## config.mk

```make
export PLATFORM = sky130hd
export DESIGN_NAME = collatz_inverse_bfs
export DESIGN_NICKNAME = d
export VERILOG_FILES = /design/src/rtl/collatz_pkg.sv /design/src/rtl/collatz_pred.sv /design/src/rtl/collatz_inverse_bfs.sv
export SDC_FILE = /design/constraint.sdc
export NUM_CORES = 1
export LEC_CHECK = 0
export ABC_AREA = 1
export ABC_CLOCK_PERIOD_IN_PS = 5250
export BUFFER_PORTS_ARGS = -buffer_cell sky130_fd_sc_hd__buf_2
export CORE_UTILIZATION = 60
export CTS_CLUSTER_DIAMETER = 150
export DETAILED_ROUTE_END_ITERATION = 12
export PLACE_DENSITY = 0.82
export SYNTH_ARGS = -nofsm -noshare
export SYNTH_HDL_FRONTEND = slang
export SYNTH_SLANG_ARGS = --single-unit
```

## constraint.sdc

```tcl
create_clock -name clock -period 5.25 [get_ports clock]
set_input_delay 1.05 -clock clock [delete_from_list [all_inputs] [get_ports clock]]
set_output_delay 1.05 -clock clock [all_outputs]
set_load 0.03 [all_outputs]
```

## src/rtl/collatz_pkg.sv

```systemverilog
// Shared types and constants for the inverse-Collatz breadth-first enumerator.
// Holds the FSM state encoding, default widths and the node record.
package collatz_pkg;

  localparam int COLLATZ_WIDTH   = 8;
  localparam int COLLATZ_DEPTH_W = 4;

  typedef enum logic [2:0] {
    IDLE,
    FETCH,
    EMIT,
    EXP_A,
    EXP_B,
    NEXT,
    DONE
  } state_t;

  typedef struct packed {
    logic [COLLATZ_WIDTH-1:0]   value;
    logic [COLLATZ_DEPTH_W-1:0] depth;
  } node_t;

  // Multiplicative inverse of 3 modulo 2^w: bit 0 plus every odd bit (...101011).
  // 3 * that pattern equals 2^(2m+1) + 1, which is 1 modulo 2^w.
  function automatic logic [63:0] inv3_mod2w(input int w);
    logic [63:0] r;
    r = 64'd1;
    for (int i = 1; i < w && i < 64; i++) begin
      if (i % 2 == 1) r[i] = 1'b1;
    end
    return r;
  endfunction

endpackage

```

## src/rtl/collatz_pred.sv

```systemverilog
// Combinational inverse-Collatz predecessors of v: the even child 2v and the
// odd child (v-1)/3, each with a flag saying whether the child is legal.
module collatz_pred
  import collatz_pkg::*;
#(
  parameter int WIDTH = COLLATZ_WIDTH
) (
  input  logic [WIDTH-1:0] v,
  output logic [WIDTH-1:0] dbl,
  output logic             dbl_ok,
  output logic [WIDTH-1:0] div3,
  output logic             div3_ok
);

  localparam logic [WIDTH-1:0] INV3      = WIDTH'(inv3_mod2w(WIDTH));
  localparam logic [WIDTH-1:0] THIRD_MAX = WIDTH'(((64'd1 << WIDTH) - 64'd1) / 64'd3);

  logic [WIDTH-1:0] v_minus_1;
  logic [WIDTH-1:0] quo;
  logic             is_1mod3;

  assign dbl    = {v[WIDTH-2:0], 1'b0};
  assign dbl_ok = (v != '0) && !v[WIDTH-1];

  // Exact division by 3 via the modular inverse: the product lands at or below
  // (2^W-1)/3 exactly when v-1 is a multiple of 3. v=0 wraps, so it is excluded.
  assign v_minus_1 = v - WIDTH'(1);
  assign quo       = v_minus_1 * INV3;
  assign is_1mod3  = (v != '0) && (quo <= THIRD_MAX);

  assign div3    = quo;
  assign div3_ok = is_1mod3 && quo[0] && (quo > WIDTH'(1));

endmodule

```

## src/rtl/collatz_inverse_bfs.sv

```systemverilog
// Breadth-first enumerator of the inverse-Collatz tree below a root, streaming
// (value, depth) nodes over valid/ready from an internal FIFO of pending nodes.
module collatz_inverse_bfs
  import collatz_pkg::*;
#(
  parameter int WIDTH      = COLLATZ_WIDTH,
  parameter int DEPTH_W    = COLLATZ_DEPTH_W,
  parameter int FIFO_DEPTH = 8
) (
  input  logic               clock,
  input  logic               reset_n,
  input  logic               start,
  input  logic [WIDTH-1:0]   root,
  input  logic [DEPTH_W-1:0] max_depth,
  output logic               busy,
  output logic               out_valid,
  input  logic               out_ready,
  output logic [WIDTH-1:0]   out_value,
  output logic [DEPTH_W-1:0] out_depth,
  output logic               done,
  output logic               overflow
);

  localparam int PTR_W = $clog2(FIFO_DEPTH);

  typedef struct packed {
    logic [WIDTH-1:0]   value;
    logic [DEPTH_W-1:0] depth;
  } bfs_node_t;

  state_t             state_q, state_d;
  bfs_node_t          cur_q, cur_d;
  logic [DEPTH_W-1:0] max_depth_q, max_depth_d;
  logic               overflow_q, overflow_d;

  bfs_node_t          mem_q [FIFO_DEPTH];
  logic [PTR_W-1:0]   wr_ptr_q, wr_ptr_d;
  logic [PTR_W-1:0]   rd_ptr_q, rd_ptr_d;
  logic [PTR_W:0]     count_q, count_d;

  logic               push_req;
  logic               push_do;
  bfs_node_t          push_node;
  logic               pop;
  logic               fifo_full;
  logic               fifo_empty;

  logic [WIDTH-1:0]   dbl;
  logic               dbl_ok;
  logic [WIDTH-1:0]   div3;
  logic               div3_ok;

  collatz_pred #(
    .WIDTH (WIDTH)
  ) u_pred (
    .v       (cur_q.value),
    .dbl     (dbl),
    .dbl_ok  (dbl_ok),
    .div3    (div3),
    .div3_ok (div3_ok)
  );

  assign fifo_full  = (count_q == (PTR_W+1)'(FIFO_DEPTH));
  assign fifo_empty = (count_q == '0);

  always_comb begin
    state_d     = state_q;
    cur_d       = cur_q;
    max_depth_d = max_depth_q;
    overflow_d  = overflow_q;
    push_req    = 1'b0;
    push_node   = '0;
    pop         = 1'b0;

    case (state_q)
      IDLE: begin
        if (start) begin
          push_req        = 1'b1;
          push_node.value = root;
          push_node.depth = '0;
          max_depth_d     = max_depth;
          overflow_d      = 1'b0;
          state_d         = FETCH;
        end
      end
      FETCH: begin
        pop     = 1'b1;
        cur_d   = mem_q[rd_ptr_q];
        state_d = EMIT;
      end
      EMIT: begin
        if (out_ready) begin
          state_d = (cur_q.depth < max_depth_q) ? EXP_A : NEXT;
        end
      end
      EXP_A: begin
        push_req        = dbl_ok;
        push_node.value = dbl;
        push_node.depth = cur_q.depth + DEPTH_W'(1);
        state_d         = EXP_B;
      end
      EXP_B: begin
        push_req        = div3_ok;
        push_node.value = div3;
        push_node.depth = cur_q.depth + DEPTH_W'(1);
        state_d         = NEXT;
      end
      NEXT: begin
        state_d = fifo_empty ? DONE : FETCH;
      end
      DONE: begin
        state_d = IDLE;
      end
      default: begin
        state_d = IDLE;
      end
    endcase

    // A child offered to a full FIFO is lost; remember that for the consumer.
    push_do = push_req && !fifo_full;
    if (push_req && fifo_full) begin
      overflow_d = 1'b1;
    end
  end

  always_comb begin
    wr_ptr_d = wr_ptr_q;
    rd_ptr_d = rd_ptr_q;
    count_d  = count_q;
    if (push_do) begin
      wr_ptr_d = wr_ptr_q + PTR_W'(1);
      count_d  = count_q + (PTR_W+1)'(1);
    end
    if (pop) begin
      rd_ptr_d = rd_ptr_q + PTR_W'(1);
      count_d  = count_q - (PTR_W+1)'(1);
    end
  end

  always_ff @(posedge clock or negedge reset_n) begin
    if (!reset_n) begin
      state_q     <= IDLE;
      cur_q       <= '0;
      max_depth_q <= '0;
      overflow_q  <= 1'b0;
      wr_ptr_q    <= '0;
      rd_ptr_q    <= '0;
      count_q     <= '0;
    end else begin
      state_q     <= state_d;
      cur_q       <= cur_d;
      max_depth_q <= max_depth_d;
      overflow_q  <= overflow_d;
      wr_ptr_q    <= wr_ptr_d;
      rd_ptr_q    <= rd_ptr_d;
      count_q     <= count_d;
    end
  end

  // Storage needs no reset: only entries between the pointers are ever read.
  always_ff @(posedge clock) begin
    if (push_do) begin
      mem_q[wr_ptr_q] <= push_node;
    end
  end

  assign busy      = (state_q != IDLE);
  assign out_valid = (state_q == EMIT);
  assign done      = (state_q == DONE);
  assign out_value = cur_q.value;
  assign out_depth = cur_q.depth;
  assign overflow  = overflow_q;

endmodule

```

## Word-level counts from Yosys, hierarchy flattened

Memories as Yosys holds them, arrays and structs flattened. A register that Yosys moved wholly into a read port is not among the register bits.
Cells that the tools add are included.

- Bits in writable memories: 96
- Word-level logic and storage cells: 62
- Memories: 1
- Bits in registers: 18
- Bits of input ports: 16
- Output and inout bits: 16

- Multipliers: 1
- Add/subtract/negate cells: 6
- $lt $le $gt $ge: 3
- Muxes and demuxes: 17
- Equal/unequal tests: 9
- Reductions and logical operators: 19

Memories:

| memory | depth | width | rd ports | clocked after memory_dff | write ports | line | source |
|---|---|---|---|---|---|---|---|
| mem_q | 8 | 12 | 1 | 1 | 1 | collatz_inverse_bfs.sv:36 | `bfs_node_t mem_q [FIFO_DEPTH];` |

Operators with widths:

| operator | number |
|---|---|
| $pmux 12 s3 | 1 |
| $pmux 3 s6 | 1 |
| $mux 12 | 1 |
| $mux 3 | 4 |
| $eq 3x3->1 const B | 3 |
| $add 4x1->4 const B | 2 |
| $gt 8x1->1 const B | 1 |
| $le 8x7->1 const B | 1 |
| $mul 8x8->8 const B | 1 |
| $mux 4 | 2 |
| $reduce_bool 8->1 | 1 |
| $sub 8x1->8 const B | 1 |
| $mux 1 | 7 |
| $add 3x1->3 const B | 2 |
| $eq 3x2->1 const B | 2 |
| $logic_and 1x1->1 | 6 |
| $reduce_and 2->1 | 3 |
| $reduce_bool 2->1 | 3 |
| $eq 4x4->1 const B | 1 |
| $logic_not 4->1 | 1 |
| $lt 4x4->1 | 1 |
| $sub 4x1->4 const B | 1 |
| $eq 3x1->1 const B | 1 |
| $logic_not 1->1 | 3 |
| 5 further kinds | 5 |

## Longest topological paths before layout

Gate-level depths: netlist of run 1.

- Word-level depth: 10
- Depth in mapped cells: 27
- Gate-level depth less buffers: 26

## By module

A second synthesis of run 1 with hierarchy kept.

- Cell total of the unflattened synthesis: 673
- Area, all modules: 6448.7 um^2

By module, submodules not included:

| module | cells an instance | area an instance (um^2) | times used | seq. area each (um^2) |
|---|---|---|---|---|
| collatz_inverse_bfs | 535 | 5536.6 | 1 | 3633.5 |
| collatz_pred | 138 | 912.1 | 1 | 0.0 |

## Worst setup path after synthesis of run 1

OpenSTA, ideal clock, no wires.

- Kind: reg-to-reg
- Start: register, netlist name out_value[0]
- End: memory mem_q[0][0] (netlist name), enable pin
- Required time: 4.870 ns
- Clock period less this slack: 4.729 ns
- Cell stages (with the launch flop): 21
- Buffers on the path: 1
- Arrival time: 4.349 ns
- Library setup time: 0.380 ns
- Path slack: 0.521 ns
- Cell sequence: dfrtp_1 > inv_1 > ha_1 > buf_2 > xor2_1 > ha_1 > ha_1 > inv_1 > fa_1 > inv_1 > ha_1 > a21oi_1 > nand2_1 > nand2_1 > and2_1 > nor2_1 > nor2_1 > nand3_2 > nand2_4 > nand3_1 > nor2_1

- Word-level cells in the longest chain between the ends: 10
- Elaborated cells between the ends (all ways): 13
- Those cells by class: add/sub: 1; mul: 1; order compare: 2; mux: 3; reduce/logical: 6

RTL lines:

| element | line | source |
|---|---|---|
| $sub 8x1->8 | collatz_pred.sv:27 | `assign v_minus_1 = v - WIDTH'(1);` |
| $mul 8x8->8 | collatz_pred.sv:28 | `assign quo = v_minus_1 * INV3;` |
| $le 8x7->1 | collatz_pred.sv:29 | `assign is_1mod3 = (v != '0) && (quo <= THIRD_MAX);` |
| $logic_and 1x1->1 | collatz_pred.sv:29 |  |
| $logic_and 1x1->1 (2 in series) | collatz_pred.sv:32 | `assign div3_ok = is_1mod3 && quo[0] && (quo > WIDTH'(1));` |
| $pmux 1 s3 (*) | collatz_inverse_bfs.sv:75 | `case (state_q)` |
| $logic_and 1x1->1 (*) | collatz_inverse_bfs.sv:120 | `push_do = push_req && !fifo_full;` |
| $mux 1 (*) | collatz_inverse_bfs.sv:162 | `if (push_do) begin` |
| $mux 1 (not written as such) (*) | collatz_inverse_bfs.sv:163 | `mem_q[wr_ptr_q] <= push_node;` |
| end, declared | collatz_inverse_bfs.sv:36 |  |

Every way passes the cells marked *; elsewhere a longest branch is shown, timed or not.

## Worst setup path in the final report of run 1

- Start: register, netlist name out_value[0]
- End: memory mem_q[3][6] (netlist name), enable pin

- Word-level cells in the longest chain between the ends: 10
- Elaborated cells between the ends (all ways): 13
- Those cells by class: add/sub: 1; mul: 1; order compare: 2; mux: 3; reduce/logical: 6

RTL lines:

| element | line |
|---|---|
| $sub 8x1->8 | collatz_pred.sv:27 |
| $mul 8x8->8 | collatz_pred.sv:28 |
| $le 8x7->1 | collatz_pred.sv:29 |
| $logic_and 1x1->1 | collatz_pred.sv:29 |
| $logic_and 1x1->1 (2 in series) | collatz_pred.sv:32 |
| $pmux 1 s3 (*) | collatz_inverse_bfs.sv:75 |
| $logic_and 1x1->1 (*) | collatz_inverse_bfs.sv:120 |
| $mux 1 (*) | collatz_inverse_bfs.sv:162 |
| $mux 1 (not written as such) (*) | collatz_inverse_bfs.sv:163 |

Marked as above.

==> results of run 1 <==
-- placed cells by master (no fill, tap or decap), drive strengths merged, types with 6 or more instances in the layout --
| master | count |
|---|---|
| o22ai | 12 |
| xor2 | 8 |
| buf | 43 |
| xnor2 | 9 |
| ha | 27 |
| dfrtp | 30 |
| a21oi | 6 |
| edfxtp | 96 |
| fa | 6 |
| clkinv | 6 |
| nor3 | 8 |
| clkbuf | 20 |
| inv | 56 |
| o221ai | 17 |
| o21ai | 75 |
| nand3 | 21 |
| o211ai | 15 |
| nand2 | 80 |
| nor2 | 80 |
-- worst paths after layout --
path / end / start / slack [ns] / cells after the start
setup / recovery: mem_q[3][6]$_DFFE_PP_ / out_value[0]$_DFFE_PN0P_ / 0.18 / 21
setup reg to reg: mem_q[3][6]$_DFFE_PP_ / out_value[0]$_DFFE_PN0P_ / 0.18 / 21
max in group asynchronous: out_value[5]$_DFFE_PN0P_ / reset_n / 4.21 / 1
hold / removal: overflow$_DFFE_PN0P_ / overflow$_DFFE_PN0P_ / 0.53 / 2
hold reg to reg: overflow$_DFFE_PN0P_ / overflow$_DFFE_PN0P_ / 0.53 / 2
min in group asynchronous: out_depth[1]$_DFFE_PN0P_ / reset_n / 0.58 / 1
-- cell usage after synthesis --
| cell | n |
|---|---|
| a211o_1 | 1 |
| a21oi_1 | 5 |
| a21oi_2 | 1 |
| a31oi_1 | 1 |
| and2_1 | 1 |
| buf_1 | 1 |
| buf_2 | 3 |
| buf_6 | 1 |
| clkbuf_1 | 17 |
| clkinv_1 | 2 |
| dfrtp_1 | 30 |
| edfxtp_1 | 96 |
| fa_1 | 6 |
| ha_1 | 27 |
| inv_1 | 54 |
| inv_2 | 1 |
| nand2_1 | 76 |
| nand2_2 | 2 |
| nand2_4 | 2 |
| nand3_1 | 18 |
| nand3_2 | 3 |
| nand3b_1 | 2 |
| nand4_1 | 1 |
| nor2_1 | 75 |
| nor2_2 | 3 |
| nor2_4 | 2 |
| nor3_1 | 4 |
| nor3_2 | 4 |
| nor4_1 | 1 |
| o211ai_1 | 15 |
| o21ai_0 | 75 |
| o221ai_1 | 17 |
| o22ai_1 | 12 |
| or2_2 | 1 |
| xnor2_1 | 9 |
| xor2_1 | 8 |
-- critical path: stages, from the launching register on --
cell and delay, ns:
dfrtp_1 0.42, inv_1 0.27, ha_1 0.39, nand2_1 0.12, nand2_1 0.09, nand2_1 0.08
ha_1 0.30, ha_1 0.30, fa_1 0.58, inv_1 0.07, fa_1 0.59, inv_1 0.07
o21ai_0 0.11, o21ai_0 0.13, nand3_1 0.10, nand2_1 0.07, nor2_1 0.18, nand3_2 0.12
nand2_4 0.10, nand2_4 0.12, nor3_2 0.31, buf_4 0.25
-- layer usage --
layer	vias up	wire [um]	part of all wire (%)
met5	-	0	0
met4	0	393	2.7
met3	37	956	6.6
met2	204	7360	50
met1	2181	5880	40
li1	2106	-	-
-- cell type report --
class / instances / area share (%)
clock buffers: 20 / 6.00
clock inverters: 12 / 2.40
inverters: 57 / 3.02
multi-input cells: 372 / 31.5
flip-flops and latches: 126 / 51.2
well taps: 133 / 2.35
repair buffers: 43 / 3.46
-- metrics by stage --
stage	hold WS (ns)	setup slack (ns)	instances
finish	0.527	0.182	763
global route	0.561	0.0150	763
CTS	0.529	0.273	763
detailed placement	0.496	0.428	731
global placement	0.494	0.567	731
floorplan	0.470	0.521	577
-- registers in the layout, summed over array words and instances, names as in the netlist --
signal,cells
count_q,4
max_depth_q,4
mem_q,96
out_depth,4
out_value,8
overflow,1
rd_ptr_q,3
state_q,3
wr_ptr_q,3
-- kinds of logic after synthesis --
family / Yosys count / share of synthesized area [%]
DFF: 126 / 58.9
xor gates and xnor gates: 17 / 2.41
AOI/OAI and AO/OA: 127 / 12.3
adders and majority gates: 33 / 7.42
and+or+nand+nor: 195 / 14.0
buffers and inverters: 79 / 4.99
==> impl_metrics.toml, run 1 <==
[cts]
clock_path_buffers = 2
clk_latency_ns = 0.52
cts_buffers = 17
root_buffer = "clkbuf_8"
cts.sinks = 126
postCtsSetupRepairBufs = 0
cts_max_level = 4
cts_tree = "yes"
cts.clk_slew.worst_paths_ns = 0.06
cts_resized = 0
cts_hold_buf = 0

[routing]
post_drt_wl_per_cell_um = 19.1
drt_iter0_markers = 326
drt_pass1_iterations = 5
vias = 4528
via_per_inst = 5.93
antenna_left = 0
wirelength_um = 14600
drc = 0

[floorplanning]
dieHeight_um = 103
boundaryPins = 32
chipWidth_um = 103
rows = 36
start_util_pct = 62.6
design.die.area_mm2 = 0.0107
core-area_mm2 = 0.00986

[worst_setup_path]
crit_type = "reg -> reg"
worstPathMaxFanout = 13
cp.arrival_ns = 5.29
cp-start-kind = "flip-flop"
endpoint_kind = "flip-flop"
worst_ep_required_time_ns = 5.47

[grt]
grt_first_pass_wirelength_um = 23400
use_met2_pct = 51.0
grt_util_met3_pct = 7.66
grt_max_degree = 52
grt_antenna_before_repair = 0
busiest_layer = "met2"
met1_usage_pct = 38.0
gr-usage-all-layers_pct = 30.5
grt_overflow_total = 0
grt_pass1_vias = 4632

[cells_and_area]
regArea_mm2 = 0.00363
multi_input_area_mm2 = 0.00224
fin_util_pct = 71.9
antennaDiodeCount = 0
area_growth_pct = 14.9
fillCellCount = 656
final_area_mm2 = 0.00709
fin_nets = 666
layout-drive-gt1-share_pct = 14.4

[sta]
slew_headroom_pct = 43.7
period_minus_slack_ns = 5.07
fin_crit_sh_pct = 96.5
hold_violations = 0
clock.fmax_mhz = 197
worst_pin_slew_ns = 0.845
rsz0062_at_grt = "no"
finalSetupViolations = 0
fin_skew_ns = 0.00846
setup-tns-final_ns = 0
maxSlewViolCount = 0

[synthesis]
yosysWarnings = 0
synth_area_leaders = "edfxtp_1 (47%), dfrtp_1 (12%), o21ai_0 (6.1%)"
yosysSeqAreaShare_pct = 58.9
ys_types = 36
synth_seq_cells = 126
synth_top_area_share_pct = 46.7
syn_nets = 626
synth.avg_cell_area_um2 = 10.7
netlist_area_mm2 = 0.00617
synth_area_leader_cell = "edfxtp_1"
synthCells = 577

[place]
place_area_mm2 = 0.00649
post-dp-hpwl_um = 9340
gp_congestion = 0.963
port_buffers = 31

[hold_path]
hold_path_class = "reg -> reg"

[status]
status = "complete, no violations"

[run]
max_cap_violations = 0
Power of run 1 is left out: the tool's default activity adds up to more than one toggle a clock period on the data nets, which glitch-free logic cannot reach.
==> run 2: changes to the inputs <==
--- a/config.mk
+++ b/config.mk
@@ -5,13 +5,11 @@
 export SDC_FILE = /design/constraint.sdc
 export NUM_CORES = 1
 export LEC_CHECK = 0
-export ABC_AREA = 1
-export ABC_CLOCK_PERIOD_IN_PS = 5250
 export BUFFER_PORTS_ARGS = -buffer_cell sky130_fd_sc_hd__buf_2
-export CORE_UTILIZATION = 60
+export CORE_UTILIZATION = 61
 export CTS_CLUSTER_DIAMETER = 150
 export DETAILED_ROUTE_END_ITERATION = 12
-export PLACE_DENSITY = 0.82
+export PLACE_DENSITY = 0.84
 export SYNTH_ARGS = -nofsm -noshare
 export SYNTH_HDL_FRONTEND = slang
 export SYNTH_SLANG_ARGS = --single-unit
==> run 2 against run 1 <==
- worst setup slack better by 0.0077 ns
- register-to-register slack hardly changed
- maximum frequency grew 0.15%
- non-clock buffer count rose by 8
- count of clock-buffer cells in the layout fell by 3
- clock skew rose by 0.00061 ns
- synthesized cell count down 28%
- design area increased by 1.4%
- via count shrank 18%
- cell count is 20% lower
- first-iteration DRC count down 16%
- critical path type unchanged
==> impl_metrics.toml, run 2 <==
[routing]
vias = 3713
wirelength_um = 13800
drc = 0
antenna_left = 0
drt_pass1_iterations = 4
via_per_inst = 6.08
post_drt_wl_per_cell_um = 22.6
drt_iter0_markers = 275

[cells_and_area]
fin_nets = 514
final_common_cell = "edfxtp_1"
final_cell_count_no_fill = 611
regArea_mm2 = 0.00364
largest_reg_flops = 96
layout-drive-gt1-share_pct = 28.7
final_cell_mix = "edfxtp_1 (96), nand2_1 (36), buf_2 (31)"
fillCellCount = 582
area_growth_pct = 18.6
regMostFlops = "mem_q"
fin_util_pct = 74.2
multi_input_area_mm2 = 0.00241
antennaDiodeCount = 0

[grt]
grt_antenna_before_repair = 0
gr-usage-all-layers_pct = 28.3
grt_pass1_vias = 3663
grt_overflow_total = 0
grt_first_pass_wirelength_um = 20300
grt_max_degree = 31

[worst_setup_path]
endpoint_kind = "flip-flop"
critical_path_buf_inv_count = 5
worstPathMaxFanout = 10
reg2reg_to = "mem_q[1][9]$_DFFE_PP_"
rr_worst_depth = 19
critPathSlowestCell = "fa_2"
crit_top_cell = "ha_1"
crit_family = "adder cells"
worst_ep_required_time_ns = 5.49
crit_type = "reg -> reg"
rrSetupSlack_ns = 0.19
timing.rr.start = "out_value[1]$_DFFE_PN0P_"
cp.arrival_ns = 5.30
cp-start-kind = "flip-flop"
max_stage_delay_ns = 0.55
path_cells = "inv_2, ha_4, nor3b_4, xor2_2, ha_1, ha_1, fa_1, inv_1, fa_2, or4b_2, nand3_1, or4b_4, a21boi_1, mux2i_1, a22o_1, buf_12, nor4b_4, buf_4, clkbuf_16"

[floorplanning]
dieHeight_um = 102
start_util_pct = 62.6
rows = 36
boundaryPins = 32
chipWidth_um = 102
core-area_mm2 = 0.00968
design.die.area_mm2 = 0.0103

[cts]
clk_latency_ns = 0.52
cts.clk_slew.worst_paths_ns = 0.06
cts_hold_buf = 0
cts_max_level = 4
cts.sinks = 126
cts_buffers = 17
root_buffer = "clkbuf_8"
clock_path_buffers = 2
cts_tree = "yes"

[sta]
finalSetupViolations = 0
clock.fmax_mhz = 198
slew_headroom_pct = 14.4
period_minus_slack_ns = 5.06
worst_pin_slew_ns = 1.28
fin_skew_ns = 0.00907
fin_crit_sh_pct = 96.4
hold_violations = 0
setup-tns-final_ns = 0
hold_ws_ns = 0.480
maxSlewViolCount = 0

[synthesis]
synth_async_sr_flop_share_pct = 23.8
synth-edff-count = 96
yosysMostFrequentCell = "edfxtp_1"
synthCells = 415
ys_types = 49
netlist_area_mm2 = 0.00606
yosysSeqAreaShare_pct = 59.9
synth_area_leader_cell = "edfxtp_1"
syn_nets = 464
synth_seq_cells = 126
synthTopCellsByCount = "edfxtp_1 (96), nand2_1 (36), dfrtp_1 (30)"
synth_area_leaders = "edfxtp_1 (48%), dfrtp_1 (12%), mux4_2 (8.9%)"
yosysWarnings = 0
synth.avg_cell_area_um2 = 14.6
synth_flop_cell = "edfxtp_1"
synth_top_area_share_pct = 47.5

[status]
status = "complete, no violations"

[place]
post-dp-hpwl_um = 8390
place_inst = 573
gp_congestion = 0.859
port_buffers = 31

[hold_path]
hold_depth = 1
hp-start = "overflow$_DFFE_PN0P_"
hold_path_class = "reg -> reg"
hold_path_end = "overflow$_DFFE_PN0P_"

[run]
max_cap_violations = 0
[run 2: cell types whose count changed after synthesis, moves of 6 or more]
cell	delta
o221ai_1	-17
a21o_1	+6
o21ai_0	-54
mux4_2	+24
nand3_1	-14
o22ai_1	-12
a21oi_1	+9
o211ai_1	-14
nand2_1	-40
nor2_1	-60
mux2i_1	+14
inv_1	-30
[run 2: area by class of cell]
cell class	instances	share of cell area, %
Sequential cell	126	50.6
Multi-Input combinational cell	245	33.5
Clock buffer	17	5.76
Timing Repair Buffer	51	4.89
Tap cell	133	2.31
Clock inverter	15	1.71
Inverter	24	1.25
[run 2: what timing repair did]
action | 4_1_cts | 5_1_grt
resized for setup | 3 | 11
pin swaps | 0 | 6
buffers inserted | 1 | 4
endpoints found under the setup margin | 48 | 96
gates cloned | 0 | 1
[run 2: kinds of logic after synthesis]
kind of cell    after synthesis  synth area share, %
simple gates                 91                 8.07
xor+xnor                     23                 3.55
buf+inv                      44                 3.10
fa+ha+maj                    33                 7.55
flops                       126                 59.9
compound gates               58                 6.15
mux                          40                 11.7
[run 2: how the worst max path moves through the flow]
stage,slack [ns],cells after the start,endpoint,from
2_1_floorplan,0.006,17,mem_q[1][0]$_DFFE_PP_,out_value[0]$_DFFE_PN0P_
3_3_place_gp,0.11,18,mem_q[1][2]$_DFFE_PP_,out_value[1]$_DFFE_PN0P_
3_5_place_dp,-0.03,18,mem_q[5][0]$_DFFE_PP_,out_value[1]$_DFFE_PN0P_
4_1_cts,0.01,18,mem_q[1][4]$_DFFE_PP_,out_value[1]$_DFFE_PN0P_
5_1_grt,-0.001,19,mem_q[1][9]$_DFFE_PP_,out_value[1]$_DFFE_PN0P_
6_report,0.19,19,mem_q[1][9]$_DFFE_PP_,out_value[1]$_DFFE_PN0P_
[run 2: metal layers]
layer  global-route usage (%)  share of wire (%)  wire length, um  vias up
li1                         -                  -                -     1657
met1                     38.8                 41             5660     1869
met2                     43.6                 50             6860      162
met3                     7.04                7.1              981       25
met4                     11.9                2.3              316        0
met5                        0                  0                0        -
[run 2: per-stage QoR]
step	area, um2	setup WS, ns
5_1_grt	7190	-0.000993
6_report	7190	0.190
3_3_place_gp	6520	0.112
4_1_cts	7080	0.00951
3_5_place_dp	6520	-0.0285
2_1_floorplan	6160	0.00613
Power of run 2 is left out for the same reason.
==> run 3: changes to the inputs <==
--- a/config.mk
+++ b/config.mk
@@ -6,10 +6,13 @@
 export NUM_CORES = 1
 export LEC_CHECK = 0
 export BUFFER_PORTS_ARGS = -buffer_cell sky130_fd_sc_hd__buf_2
+export CORE_ASPECT_RATIO = 0.5
+export CORE_MARGIN = 5
 export CORE_UTILIZATION = 61
 export CTS_CLUSTER_DIAMETER = 150
 export DETAILED_ROUTE_END_ITERATION = 12
 export PLACE_DENSITY = 0.84
+export REMOVE_ABC_BUFFERS = 1
 export SYNTH_ARGS = -nofsm -noshare
 export SYNTH_HDL_FRONTEND = slang
 export SYNTH_SLANG_ARGS = --single-unit
==> run 3 against run 2 <==
- design area increased by 1.2%
- register-to-register slack about the same
- worst setup slack improved by 0.0037 ns
- first-iteration DRC count increased by 36%
- global-route usage decreased by 2.1 points
- critical path type unchanged
- critical endpoint is now mem_q[5][8]$_DFFE_PP_
- highest routed layer unchanged
==> impl_metrics.toml, run 3 (same netlist as run 2, synthesis figures left out) <==
[status]
status = "complete, no violations"

[worst_setup_path]
cp-start-kind = "flip-flop"
endpoint_kind = "flip-flop"
worstPathMaxFanout = 6
worst_ep_required_time_ns = 5.38
crit_family = "adder cells"
max_stage_delay_ns = 0.58
crit_top_cell = "ha_1"
crit_type = "reg -> reg"
cp.arrival_ns = 5.19
path_cells = "inv_2, ha_1, nor3b_4, xor2_2, ha_1, ha_1, fa_1, inv_1, fa_2, or4b_2, nand3_1, or4b_4, a21oi_2, mux2i_2, a22o_4, nor4b_4, buf_6"
critPathSlowestCell = "fa_1"
critical_path_buf_inv_count = 3

[routing]
drt_iter0_markers = 375
dr.max_layer_used = "met4"
vias = 3906
met3_length_um = 1270
antenna_left = 0
drc = 0
via_per_inst = 6.27
post_drt_wl_per_cell_um = 24.0
drt-met1-wl_um = 6050
drt_pass1_iterations = 5
dr_wl_met2_um = 7090
wirelength_um = 14900

[place]
port_buffers = 31
post-dp-hpwl_um = 8570
gp_congestion = 0.837
place_area_mm2 = 0.00650

[cts]
clock_path_buffers = 2
cts_tree = "yes"
root_buffer = "clkbuf_16"
cts.sinks = 126
clk_latency_ns = 0.42
cts_max_level = 4
cts_buffers = 17
cts.clk_slew.worst_paths_ns = 0.06

[grt]
grt_max_degree = 31
grt_antenna_before_repair = 0
grt_first_pass_wirelength_um = 22400
grt_pass1_vias = 3899
grt_overflow_total = 0
gr-usage-all-layers_pct = 26.2

[sta]
fin_skew_ns = 0.00858
fin_crit_sh_pct = 96.3
maxSlewViolCount = 0
finalSetupViolations = 0
period_minus_slack_ns = 5.06
clock.fmax_mhz = 198
hold_violations = 0
worst_pin_slew_ns = 1.10
setup-tns-final_ns = 0
slew_headroom_pct = 25.7

[cells_and_area]
layout-drive-gt1-share_pct = 30.3
fin_nets = 525
final_cell_mix = "edfxtp_1 (96), nand2_1 (36), buf_2 (31)"
final_common_cell = "edfxtp_1"
antennaDiodeCount = 0
final_area_mm2 = 0.00728
largest_reg_flops = 96
fillCellCount = 522
area_growth_pct = 20.0
regMostFlops = "mem_q"

[hold_path]
hold_path_class = "reg -> reg"

[floorplanning]
design.die.area_mm2 = 0.0122
boundaryPins = 32
core-area_mm2 = 0.00957
chipWidth_um = 151
rows = 25
dieHeight_um = 80.5
start_util_pct = 63.3

[run]
max_cap_violations = 0
[run 3: layout make-up]
| type | count | area (um2) | area share (%) |
|---|---|---|---|
| clock buffers | 17 | 425 | 5.84 |
| clock inverters | 14 | 184 | 2.53 |
| inverters | 24 | 90.1 | 1.24 |
| multi-input cells | 246 | 2370 | 32.6 |
| flip-flops and latches | 126 | 3630 | 49.9 |
| well taps | 135 | 169 | 2.32 |
| repair buffers | 61 | 400 | 5.50 |
[run 3: worst register-to-register path: cells and delay by family, from the launching register on]
| family | cells | cell delay [ns] |
|---|---|---|
| buffers and inverters | 3 | 0.35 |
| AND/OR/NAND/NOR | 5 | 1.30 |
| flip-flops | 1 | 0.42 |
| AO/OA/AOI/OAI | 2 | 0.48 |
| adder cells (fa/ha/maj) | 5 | 1.95 |
| multiplexers | 1 | 0.12 |
| XOR/XNOR | 1 | 0.17 |
[run 3: path summary, 6_finish.rpt]
kind,to,slack [ns],from,depth (start not counted)
hold reg to reg,count_q[0]$_DFFE_PN0P_,0.53,count_q[0]$_DFFE_PN0P_,1
max in group asynchronous,out_value[2]$_DFFE_PN0P_,4.03,reset_n,1
min in group asynchronous,out_depth[1]$_DFFE_PN0P_,0.69,reset_n,1
setup / recovery,mem_q[5][8]$_DFFE_PP_,0.19,out_value[1]$_DFFE_PN0P_,17
setup reg to reg,mem_q[5][8]$_DFFE_PP_,0.19,out_value[1]$_DFFE_PN0P_,17
hold / removal,count_q[0]$_DFFE_PN0P_,0.53,count_q[0]$_DFFE_PN0P_,1
[run 3: timing repair]
action | in CTS | in global routing
endpoints found under the setup margin | 95 | 96
hold buffers | 0 | 0
cloned | 1 | 2
buffers inserted | 0 | 5
pin swaps | 0 | 4
resized for setup | 7 | 20
[run 3: through the flow]
| stage | setup WS (ns) | hold slack, ns | cells | util [%] |
|---|---|---|---|---|
| 2_1_floorplan | -0.874 | 0.447 | 395 | - |
| 3_3_place_gp | 0.124 | 0.484 | 584 | 67.9 |
| 3_5_place_dp | -0.0686 | 0.522 | 584 | 67.9 |
| 4_1_cts | 0.00805 | 0.535 | 616 | 74.5 |
| 5_1_grt | -0.00840 | 0.564 | 623 | 76.0 |
| 6_report | 0.194 | 0.527 | 623 | 76.0 |
[run 3: routing by layer]
layer  track usage, %  vias to the layer above
li1                 -                     1681
met3             7.67                       54
met5                0                        -
met2             42.2                      217
met4             10.2                        0
met1             33.9                     1954
Power of run 3 is left out for the same reason.
